--- config.mk ---
export PLATFORM = sky130hd
export DESIGN_NAME = bitty_fetch
export DESIGN_NICKNAME = d
export VERILOG_FILES = /design/src/rtl/bitty_fetch.sv
export SDC_FILE = /design/constraint.sdc
export NUM_CORES = 1
export LEC_CHECK = 0
export ABC_AREA = 1
export CAP_MARGIN = 15
export CORE_MARGIN = 8
export CORE_UTILIZATION = 33
export DETAILED_ROUTE_END_ITERATION = 10
export GPL_ROUTABILITY_DRIVEN = 0
export SETUP_SLACK_MARGIN = 0.3
export SLEW_MARGIN = 0
export SYNTH_ARGS = -nofsm -noshare
export SYNTH_HDL_FRONTEND = slang
export SYNTH_SLANG_ARGS = --single-unit
--- constraint.sdc ---
create_clock -name clk -period 1.3 [get_ports clk]
set_input_delay 0.13 -clock clk [delete_from_list [all_inputs] [get_ports clk]]
set_output_delay 0.13 -clock clk [all_outputs]
set_load 0.1 [all_outputs]
--- src/rtl/bitty_fetch.sv ---
`default_nettype none
// ============================================================================
// Module      : bitty_fetch
// Description : Instruction fetch sequencer for bitty_core. Holds the PC,
//               reads 16-bit instructions from a synchronous instruction
//               memory, hands each one to the core with a one-cycle run
//               pulse, waits for done and then advances. Halts after
//               LAST_ADDR completes, or returns to IDLE on a stop request.
// Ports       : clk, reset (async, active-low)
//               start, stop            - control levels
//               mem_rd_en, mem_addr    - memory read request
//               mem_rdata              - read data, one cycle after request
//               instruction, run, done - core handshake
//               pc, busy, halted, instr_count - status
// Revision    : 1.0 - initial release
// ============================================================================
module bitty_fetch #(
    parameter int ADDR_W    = 8,
    parameter int LAST_ADDR = 255
) (
    input  logic              clk,
    input  logic              reset,
    input  logic              start,
    input  logic              stop,
    output logic              mem_rd_en,
    output logic [ADDR_W-1:0] mem_addr,
    input  logic [15:0]       mem_rdata,
    output logic [15:0]       instruction,
    output logic              run,
    input  logic              done,
    output logic [ADDR_W-1:0] pc,
    output logic              busy,
    output logic              halted,
    output logic [15:0]       instr_count
);

    localparam logic [ADDR_W-1:0] c_last_pc = ADDR_W'(LAST_ADDR);

    typedef enum logic [2:0] {
        S_IDLE  = 3'd0,
        S_FETCH = 3'd1,
        S_WAIT  = 3'd2,
        S_ISSUE = 3'd3,
        S_EXEC  = 3'd4,
        S_HALT  = 3'd5
    } state_t;

    state_t            state_q, state_d;
    logic [ADDR_W-1:0] pc_q, pc_d;
    logic [15:0]       instr_q, instr_d;
    logic [15:0]       count_q, count_d;
    logic              stop_req_q, stop_req_d;

    always_ff @(posedge clk or negedge reset) begin
        if (!reset) begin
            state_q    <= S_IDLE;
            pc_q       <= '0;
            instr_q    <= '0;
            count_q    <= '0;
            stop_req_q <= 1'b0;
        end else begin
            state_q    <= state_d;
            pc_q       <= pc_d;
            instr_q    <= instr_d;
            count_q    <= count_d;
            stop_req_q <= stop_req_d;
        end
    end

    always_comb begin
        state_d    = state_q;
        pc_d       = pc_q;
        instr_d    = instr_q;
        count_d    = count_q;
        // Sticky: any stop seen while running is remembered until IDLE.
        stop_req_d = stop_req_q | stop;

        case (state_q)
            S_IDLE: begin
                // A stop that arrives together with start is kept so the
                // block runs exactly one instruction and returns here.
                stop_req_d = 1'b0;
                if (start) begin
                    state_d    = S_FETCH;
                    stop_req_d = stop;
                end
            end
            S_FETCH: begin
                state_d = S_WAIT;
            end
            S_WAIT: begin
                instr_d = mem_rdata;
                state_d = S_ISSUE;
            end
            S_ISSUE: begin
                // done here is ignored; the core cannot finish in the run cycle.
                state_d = S_EXEC;
            end
            S_EXEC: begin
                if (done) begin
                    count_d = (count_q == 16'hFFFF) ? count_q : count_q + 16'd1;
                    if (pc_q == c_last_pc) begin
                        state_d = S_HALT;
                    end else begin
                        pc_d = pc_q + ADDR_W'(1);
                        if (stop_req_q || stop) begin
                            state_d    = S_IDLE;
                            stop_req_d = 1'b0;
                        end else begin
                            state_d = S_FETCH;
                        end
                    end
                end
            end
            S_HALT: begin
                stop_req_d = 1'b0;
                if (start) begin
                    pc_d       = '0;
                    count_d    = '0;
                    state_d    = S_FETCH;
                    stop_req_d = stop;
                end
            end
            default: begin
                state_d = S_IDLE;
            end
        endcase
    end

    // Every output is a flop or a pure decode of the state register.
    assign mem_rd_en   = (state_q == S_FETCH);
    assign mem_addr    = pc_q;
    assign run         = (state_q == S_ISSUE);
    assign busy        = (state_q == S_FETCH) || (state_q == S_WAIT) ||
                         (state_q == S_ISSUE) || (state_q == S_EXEC);
    assign halted      = (state_q == S_HALT);
    assign instruction = instr_q;
    assign pc          = pc_q;
    assign instr_count = count_q;

endmodule
`default_nettype wire

# --- After elaboration in Yosys (flattened, before gate mapping) ---
# Cells that the tools add are included.
op_classes:
  mul: 0
  addsub: 2
  n_bitwise: 1
  div_mod_pow: 0
  magnitude_cmp: 0
  reduce_logical: 10
  muxes: 18
  shifts: 0
  n_eq_ne: 12
op_table:
  columns: ["operator", "n"]
  rows:
  - ["$mux 16", 3]
  - ["$pmux 16 s2", 1]
  - ["$mux 8", 3]
  - ["$add 16x1->16 const B", 1]
  - ["$eq 16x16->1 const B", 1]
  - ["$pmux 8 s2", 1]
  - ["$pmux 3 s5", 1]
  - ["$mux 3", 3]
  - ["$add 8x1->8 const B", 1]
  - ["$eq 8x8->1 const B", 1]
  - ["$ne 2x2->1 const B", 4]
  - ["$reduce_and 4->1", 2]
  - ["$eq 3x2->1 const B", 2]
  - ["$eq 3x3->1 const B", 2]
  - ["$mux 1", 5]
  - ["$logic_or 1x1->1", 4]
  - ["$eq 3x1->1 const B", 1]
  - ["$logic_not 3->1", 1]
  - ["$ne 2x1->1 const B", 1]
  - ["$pmux 1 s2", 1]
  - ["$reduce_and 2->1", 1]
  - ["$reduce_bool 2->1", 1]
  - ["$reduce_or 2->1", 1]
  - ["$or 1x1->1", 1]
totals:
  mem_count: 0
  mem_bits_ro: 0
  ramBits: 0
  in_bits: 21
  ff_bits: 44
  out_inout_bits: 52
  latchBits: 0

# --- Longest topological paths before layout ---
depth:
  word_depth: 5
  depth_mapped: 10
  depth_no_buf: 9

# --- Least setup slack after synthesis ---
# Ideal clock, no wire load.
synth_timing:
  path_type: "reg2reg"
  startpoint: "reg state_q[0]"
  endpoint: "reg state_q[2]"
  t_required_ns: 1.225
  stages_incl_launch_ff: 5
  setup_time_ns: 0.075
  n_path_buf: 0
  path_slack_ns: -1.820
  arrival_time_ns: 3.044
  cell_sequence: "dfrtp_1 inv_1 nor3_1 o21ai_0 nand2_1"
synth_lines:
  columns: ["item", "line", "source"]
  rows:
  - ["start: declaration", "48", "state_t state_q, state_d;"]
  - ["start signal: assignment", "62", "state_q <= state_d;"]
  - ["$eq 3x2->1", null, null]
  - ["via run", "29", "output logic run,"]
  - ["$pmux 3 s5", "78", "case (state_q)"]
# The timed path passes the listed nets, and every way through them passes these cells.
# A chain may end at the register's enable or synchronous reset.

# --- Final worst setup path ---
layout_timing:
  startpoint: "reg state_q[0]"
  endpoint: "out busy"
layout_via:
  elab_chain_cells: 4
layout_lines:
  columns: ["item", "line", "source"]
  rows:
  - ["$eq 3x1->1 or $eq 3x2->1 (tied branches)", "134", "assign busy = (state_q == S_FETCH) || (state_q == S_WAIT) ||"]
  - ["$logic_or 1x1->1 (2 in series)", "134", null]
  - ["$logic_or 1x1->1 (*)", "135", "(state_q == S_ISSUE) || (state_q == S_EXEC);"]
  - ["end: declaration", "32", "output logic busy,"]
# Every way passes the cells marked *; elsewhere a longest branch is shown, timed or not.

==> results.rst <==
.. list-table::
   :header-rows: 1

   * - Metric
     - Value
   * - Run status
     - complete, but fails checks
   * - Violated checks
     - setup timing
   * - Minimum clock period
     - around 1.6 ns
   * - Category of cells accounting for the largest share of critical-path delay
     - flip-flops
   * - Detailed Place HPWL
     - ~5300 um
   * - Multiplexer area fraction after synthesis
     - about 7.4%
   * - Detailed Routing Iterations Pass 1
     - 4
   * - Row Count
     - 31
   * - Nets in the synthesized netlist
     - 303
   * - Highest attainable clock frequency
     - 0.630 GHz
   * - Remaining DRCs
     - 0
   * - Largest buffer count on any clock path
     - 2
   * - Power density over the cells
     - approximately 2500 nW/um2
   * - Drt initial violations
     - around 120
   * - Switching power share of the total
     - about 50%
   * - Post-synthesis share of cell area spent on full adders, half adders and majority gates
     - 1.03%
   * - CTS Sinks
     - 44
   * - Netlist cell types
     - 30
   * - IO Pins
     - 73
   * - Crit-path cells
     - buf_6 > nand3_4 > buf_6 > nand2_4 > a21oi_4 > buf_12
   * - Main combinational cell family by area after synthesis
     - simple AND/OR/NAND/NOR gates
   * - Residual antenna-violating net count after detailed routing
     - 0
   * - H-tree depth reported by CTS
     - 2
   * - Relative contribution of combinational cells to total power
     - 74.2%
   * - Number of nets in the finished design
     - 479
   * - Main area contributors after synthesis
     - dfrtp_1 (45%), nand2_1 (11%), mux2_2 (7.4%)
   * - Die height
     - 102 um
   * - Crit path max fanout
     - 4
   * - Share of post-route cells with drive strength above 1
     - 63.0%
   * - Category of the worst setup path capture point
     - primary output
   * - Largest net degree at the start of global routing
     - 45
   * - Reg-to-reg endpoint
     - instruction[7]$_DFFE_PN0P_
   * - Worst Setup Start Kind
     - register
   * - Unrepaired setup endpoints after global routing
     - true
   * - Port Buffer Count
     - 72
   * - Total negative slack
     - -9.36 ns
   * - Synthesized area per cell
     - 8.70 um2
   * - Die area
     - approximately 10000 um2
   * - Setup violations, final
     - 55
   * - Required time of the critical path
     - 1.17 ns
   * - Power dissipated by switching net loads
     - 6.54 mW
   * - Beginning of the worst register-to-register path
     - state_q[0]$_DFFE_PN0P_
   * - CTS Root Cell
     - clkbuf_8
   * - Number of buffers created by CTS
     - 5
   * - Final slew viol count
     - 0
   * - Static power due to leakage
     - 2.30 nW
   * - Register bit count reported by yosys
     - 44
   * - CP max stage cell
     - dfrtp_2
   * - Clock latency reported for the late side of the worst-skew pair
     - 0.30 ns
   * - Min-delay worst type
     - in2async
   * - Vias in the first global route
     - ~2700
   * - Vias per inst
     - 4.75
   * - Synthesized-area fraction occupied by ao, oa, aoi and oai cells
     - 9.10%
   * - Total Routed Length
     - 8530 um
   * - WS Path Type
     - reg2out
   * - Clk pin slew, worst setup/hold paths
     - 0.09 ns
   * - Share of total power in the clock network
     - 7.5%
   * - Synth Instances
     - 280
   * - Number of buffers and inverters on the critical path
     - 3
   * - Max Cap Viol
     - 0
   * - Antenna violations before repair
     - 0
   * - Seq pwr share
     - 18.3%
   * - Total inserted antenna cells
     - 0
   * - Synth warnings
     - 0
   * - Wire length of the first global-routing pass
     - 13300 um
   * - Fraction of synthesized cell area taken by the top area cell type
     - 45.2%
   * - Area growth from synthesis to layout
     - 117%
   * - Worst reg-to-reg path cell count
     - 7
   * - TritonCTS clock tree
     - built
   * - Number of vias after detailed routing
     - 2641
   * - Xor and xnor fraction of the mapped netlist area
     - about 4.3%
   * - Proportion of synthesized chip area in sequential cells
     - 45.2%
   * - Tightest slew margin relative to the limit
     - 82.6%
   * - Post-Syn Area
     - around 2400 um2
   * - CP dominant cell by count
     - buf_6
   * - Cell type with the largest total area after synthesis
     - dfrtp_1
   * - Final setup skew
     - 0.00872 ns
   * - Horizontal die dimension
     - roughly 100 um
   * - Final Hold Violating Endpoints
     - 0
   * - Core region area
     - 7210 um2
   * - Drt wl/cell
     - roughly 15 um
   * - Worst setup margin
     - -0.288 ns
   * - Worst slew pin tran
     - 0.261 ns
   * - Cell Int Power
     - about 6.5 mW
   * - Starting utilization of the core area
     - 33.7%
   * - Worst path arrival time
     - 1.46 ns
   * - Total power after layout
     - about 13 mW
   * - Highest cell delay on the worst timing path
     - 0.44 ns
   * - Max IR drop VDD
     - 1.81 mV
   * - Total gr overflow
     - 0
   * - Total routing resource utilization after global routing
     - between 15 and 20%
   * - Utilization after layout
     - 73.3%
   * - Fraction of the cycle the final worst path needs
     - 122%
   * - Area fraction in and, or, nand and nor cells after synthesis
     - 25.0%
   * - Setup slack of the worst register-to-register path
     - -0.24 ns
==> final cells by class <==
| type | instances | area (um2) |
|---|---|---|
| fillers | 489 | 1930 |
| inverters | 23 | 111 |
| clock buffers | 8 | 100 |
| flip-flops and latches | 44 | 1190 |
| multi-input cells | 199 | 1370 |
| well taps | 99 | 124 |
| repair buffers | 183 | 2390 |
==> metrics by stage <==
stage	cells	area (um2)	setup WS, ns	hold WS (ns)
6_report	556	5290	-0.288	0.335
3_3_place_gp	504	4410	-0.203	0.130
3_5_place_dp	504	4410	-0.342	0.139
5_1_grt	556	5290	-0.334	0.377
2_1_floorplan	280	2730	-0.421	-0.166
4_1_cts	547	5090	-0.246	0.358
==> worst max-delay path by stage <==
| stage | from | endpoint | slack, ns | depth (start not counted) |
|---|---|---|---|---|
| after floorplan | instr_count[1]$_DFFE_PN0P_ | instr_count[9]$_DFFE_PN0P_ | -0.42 | 8 |
| after global placement | mem_addr[1]$_DFFE_PN0P_ | mem_addr[7]$_DFFE_PN0P_ | -0.20 | 6 |
| after detailed placement | mem_addr[1]$_DFFE_PN0P_ | mem_addr[7]$_DFFE_PN0P_ | -0.34 | 6 |
| after CTS | state_q[2]$_DFFE_PN0P_ | run | -0.25 | 4 |
| after global routing | state_q[0]$_DFFE_PN0P_ | busy | -0.33 | 6 |
| final | state_q[0]$_DFFE_PN0P_ | busy | -0.29 | 6 |
==> logic make-up (layout without fill, tap and decap cells) <==
kind of cell	count (synthesis)	in the layout
and+or+nand+nor	134	134
xor gates and xnor gates	12	12
adders and majority gates	2	2
muxes	16	16
AOI/OAI and AO/OA	35	35
buffers and inverters	37	214
DFF	44	44
==> layer usage <==
layer | track usage [%] | vias up | wire length [um]
met5 | 0 | - | 0
li1 | - | 1266 | -
met3 | 3.27 | 14 | 378
met2 | 29.7 | 56 | 4610
met4 | 5.53 | 0 | 171
met1 | 18.1 | 1305 | 3370
==> cell usage in the layout, fill, tap and decap left out, types with 2 or more instances in the layout <==
cell             count
nand2_2              9
ha_4                 2
buf_6               47
dfrtp_2             28
inv_1               16
buf_12              57
xor2_1               8
clkdlybuf4s50_1     19
nor2_2               2
nand4_1              7
xnor2_1              4
dfrtp_4             15
o21ai_1             12
nor2_4               9
nand2_4              2
nand3_1             13
inv_8                2
nand2_1             63
o21ai_4              2
clkbuf_8             7
nand3_4              5
nor2_1              18
buf_4               54
o21ai_2             15
a21oi_4              2
inv_4                4
mux2_2              15
buf_16               3
==> flip-flops by register name (all words and copies together), names as in the netlist <==
name and flops:
mem_addr 8, state_q 3, instruction 16, instr_count 16, stop_req_q 1
==> worst reg2reg max path, delay by kind of cell (launching register included) <==
kind	cells	cell delay (ns)
muxes	1	0.27
DFF	1	0.44
buffers and inverters	5	0.60
and+or+nand+nor	1	0.11
==> cells in the mapped netlist <==
| library cell | n |
|---|---|
| nand2_1 | 73 |
| dfrtp_1 | 44 |
| nor2_1 | 26 |
| inv_1 | 19 |
| mux2_2 | 16 |
| nand3_1 | 14 |
| o21ai_0 | 12 |
| buf_4 | 10 |
| o21ai_1 | 9 |
| o21ai_2 | 8 |
| xor2_1 | 8 |
| nand4_1 | 7 |
| inv_2 | 4 |
| nand3_2 | 4 |
| xnor2_1 | 4 |
| a21oi_1 | 3 |
| buf_2 | 2 |
| buf_6 | 2 |
| ha_1 | 2 |
| nor2_4 | 2 |
| nor3_1 | 2 |
| a21o_1 | 1 |
| and2_1 | 1 |
| nand2_2 | 1 |
| nand3_4 | 1 |
| nor2_2 | 1 |
| nor3b_1 | 1 |
| o21ai_4 | 1 |
| o21bai_1 | 1 |
| or2_2 | 1 |
==> power by group through the flow <==
stage	registers, mW	clock network (mW)	logic, mW
2_1_floorplan	4.87	0	2.65
3_3_place_gp	2.33	0	7.99
3_5_place_dp	2.37	0	8.07
4_1_cts	2.35	0.989	9.17
5_1_grt	2.43	1.04	10.0
6_report	2.38	0.982	9.68
==> what timing repair did <==
item	CTS	global route
gates cloned	3	1
resized for setup	70	30
setup buffers	31	8
endpoints found under the hold margin	44	0
hold buffers	1	0
pin swaps	12	10
setup endpoints to repair	96	96
(Power assumes the default switching activity.)
==> RTL change (same settings) <==
The 6 states of `state_t` get a Gray code encoding in 3 bits.
--- a/src/rtl/bitty_fetch.sv
+++ b/src/rtl/bitty_fetch.sv
@@ -38,10 +38,10 @@
 
     typedef enum logic [2:0] {
-        S_IDLE  = 3'd0,
-        S_FETCH = 3'd1,
-        S_WAIT  = 3'd2,
-        S_ISSUE = 3'd3,
-        S_EXEC  = 3'd4,
-        S_HALT  = 3'd5
+        S_IDLE  = 3'b000,
+        S_FETCH = 3'b001,
+        S_WAIT  = 3'b011,
+        S_ISSUE = 3'b010,
+        S_EXEC  = 3'b110,
+        S_HALT  = 3'b111
     } state_t;
 
Function: same outputs for any inputs over 10 cycles, from zero or initial values and one cycle with reset low; not proved beyond that.
==> RTL change against the original RTL <==
The run still ends with setup timing left. Worst hold slack got worse by 9.4 ps. Area after synthesis increased by 3.1%. Total power fell by 8.7%. Final area fell by 0.90%. Global-route usage shrank 0.39 points. Setup slack better by 39 ps. Via count down 0.95%. Clock power rose by 13%. Sequential cell count is the same. Wire length grew 1.3%. Die area is 2.6% higher. Critical endpoint is now instr_count[2]. Largest cell class unchanged. Highest routed layer unchanged.
==> RTL change: results (changes against the original RTL) <==
global_route:
  grt_usage: 0.1580  # was 0.1618
  grt_pass1_vias: 2762  # was 2739
  grt_pass1_wl_microns: 13210  # was 13250 microns
  use_met3: 0.02610  # was 0.03270
  grt_util_met2: 0.2988  # was 0.2968
  grt.met1_usage: 0.1807  # was 0.1813
placement:
  pre_cts_slack_ps: -234.9  # was -342.3 ps
detailed_routing:
  vias: 2616  # was 2641
  wl_per_cell_microns: 15.46  # was 15.34 microns
  routed_wl_microns: 8641  # was 8528 microns
  first_pass_iters: 5  # was 4
worst_setup_path:
  cp_max_fo: 5  # was 4
  crit_family: "buffers and inverters"  # was flip-flops
  crit_arrival_ps: 1740  # was 1460 ps
status:
  violations: "setup timing"  # unchanged
  status: "finished with violations"  # unchanged
pwr:
  ir_worst_vdd_mv: 1.322  # was 1.813 mV
synth:
  synth.net_count: 314  # was 303
  seq_area_frac_synth: 0.4387  # was 0.4522
  yosys-top-cells-count: "77 x nand2_1, 44 x dfrtp_1, 23 x nor2_1"  # was 73 x nand2_1, 44 x dfrtp_1, 26 x nor2_1
  syn_inst: 291  # was 280
die:
  die_area_sq_mm: 0.01065  # was 0.01038 sq mm
sta:
  fin_skew_ps: 6.712  # was 8.720 ps
  setup_slack_ps: -248.2  # was -287.5 ps
  finalSetupViolations: 32  # was 55
cells_and_area:
  nonClkBufAreaFrac: 0.4249  # was 0.4518
  sh_seq_area: 0.2267  # was 0.2256
  nMultiInputCombCells: 211  # was 199
  syn_to_final_growth_pct: 108.7  # was 117.1%
clock_network:
  ctsResizeCount: 55  # was 70
## RTL change: cell count changes after synthesis, moves of 3 or more
| cell | before | now |
|---|---|---|
| nand2_2 | 1 | 11 |
| nand3_1 | 14 | 17 |
| o21ai_0 | 12 | 9 |
| nand2_1 | 73 | 77 |
| inv_2 | 4 | 0 |
| nor2_1 | 26 | 23 |
| or2_2 | 1 | 4 |
| inv_1 | 19 | 22 |
## RTL change: worst paths after layout
path                              start  slack (ps)              to  cells past startpoint
setup / recovery             state_q[2]        -250  instr_count[2]                     10
hold / removal                    reset         330     mem_addr[7]                      3
setup reg to reg             state_q[2]        -250  instr_count[2]                     10
hold reg to reg              stop_req_q         500      stop_req_q                      2
max in group asynchronous         reset         710     mem_addr[5]                      3
min in group clk           mem_rdata[9]         430  instruction[9]                      2
## RTL change: power by group through the flow
| stage | logic, mW | clock network, mW | registers, mW |
|---|---|---|---|
| 2_1_floorplan | 2.31 | 0 | 4.76 |
| 3_3_place_gp | 7.34 | 0 | 2.34 |
| 4_1_cts | 8.06 | 1.14 | 2.35 |
| 5_1_grt | 8.72 | 1.20 | 2.43 |
| 6_report | 8.41 | 1.11 | 2.38 |
| 3_5_place_dp | 7.43 | 0 | 2.37 |
## RTL change: kinds of logic (layout without fill, tap and decap cells)
family                     Yosys count  after routing  synth area share
AOI/OAI and AO/OA                   32             33           0.08873
xor gates and xnor gates             9              9           0.03141
adders and majority gates            2              2          0.009968
buffers and inverters               38            202           0.07975
DFF                                 44             44            0.4387
muxes                               16             16           0.07178
and+or+nand+nor                    150            151            0.2797
## RTL change: tightest hold or removal path: stages
cell and delay (ps):
dlygate4sd3_1 520, buf_2 120, buf_12 240
## RTL change: layer usage
layer	vias to the layer above	routed length, microns
li1	1279	-
met3	13	306
met2	58	4756
met1	1266	3456
met4	0	121
met5	-	0
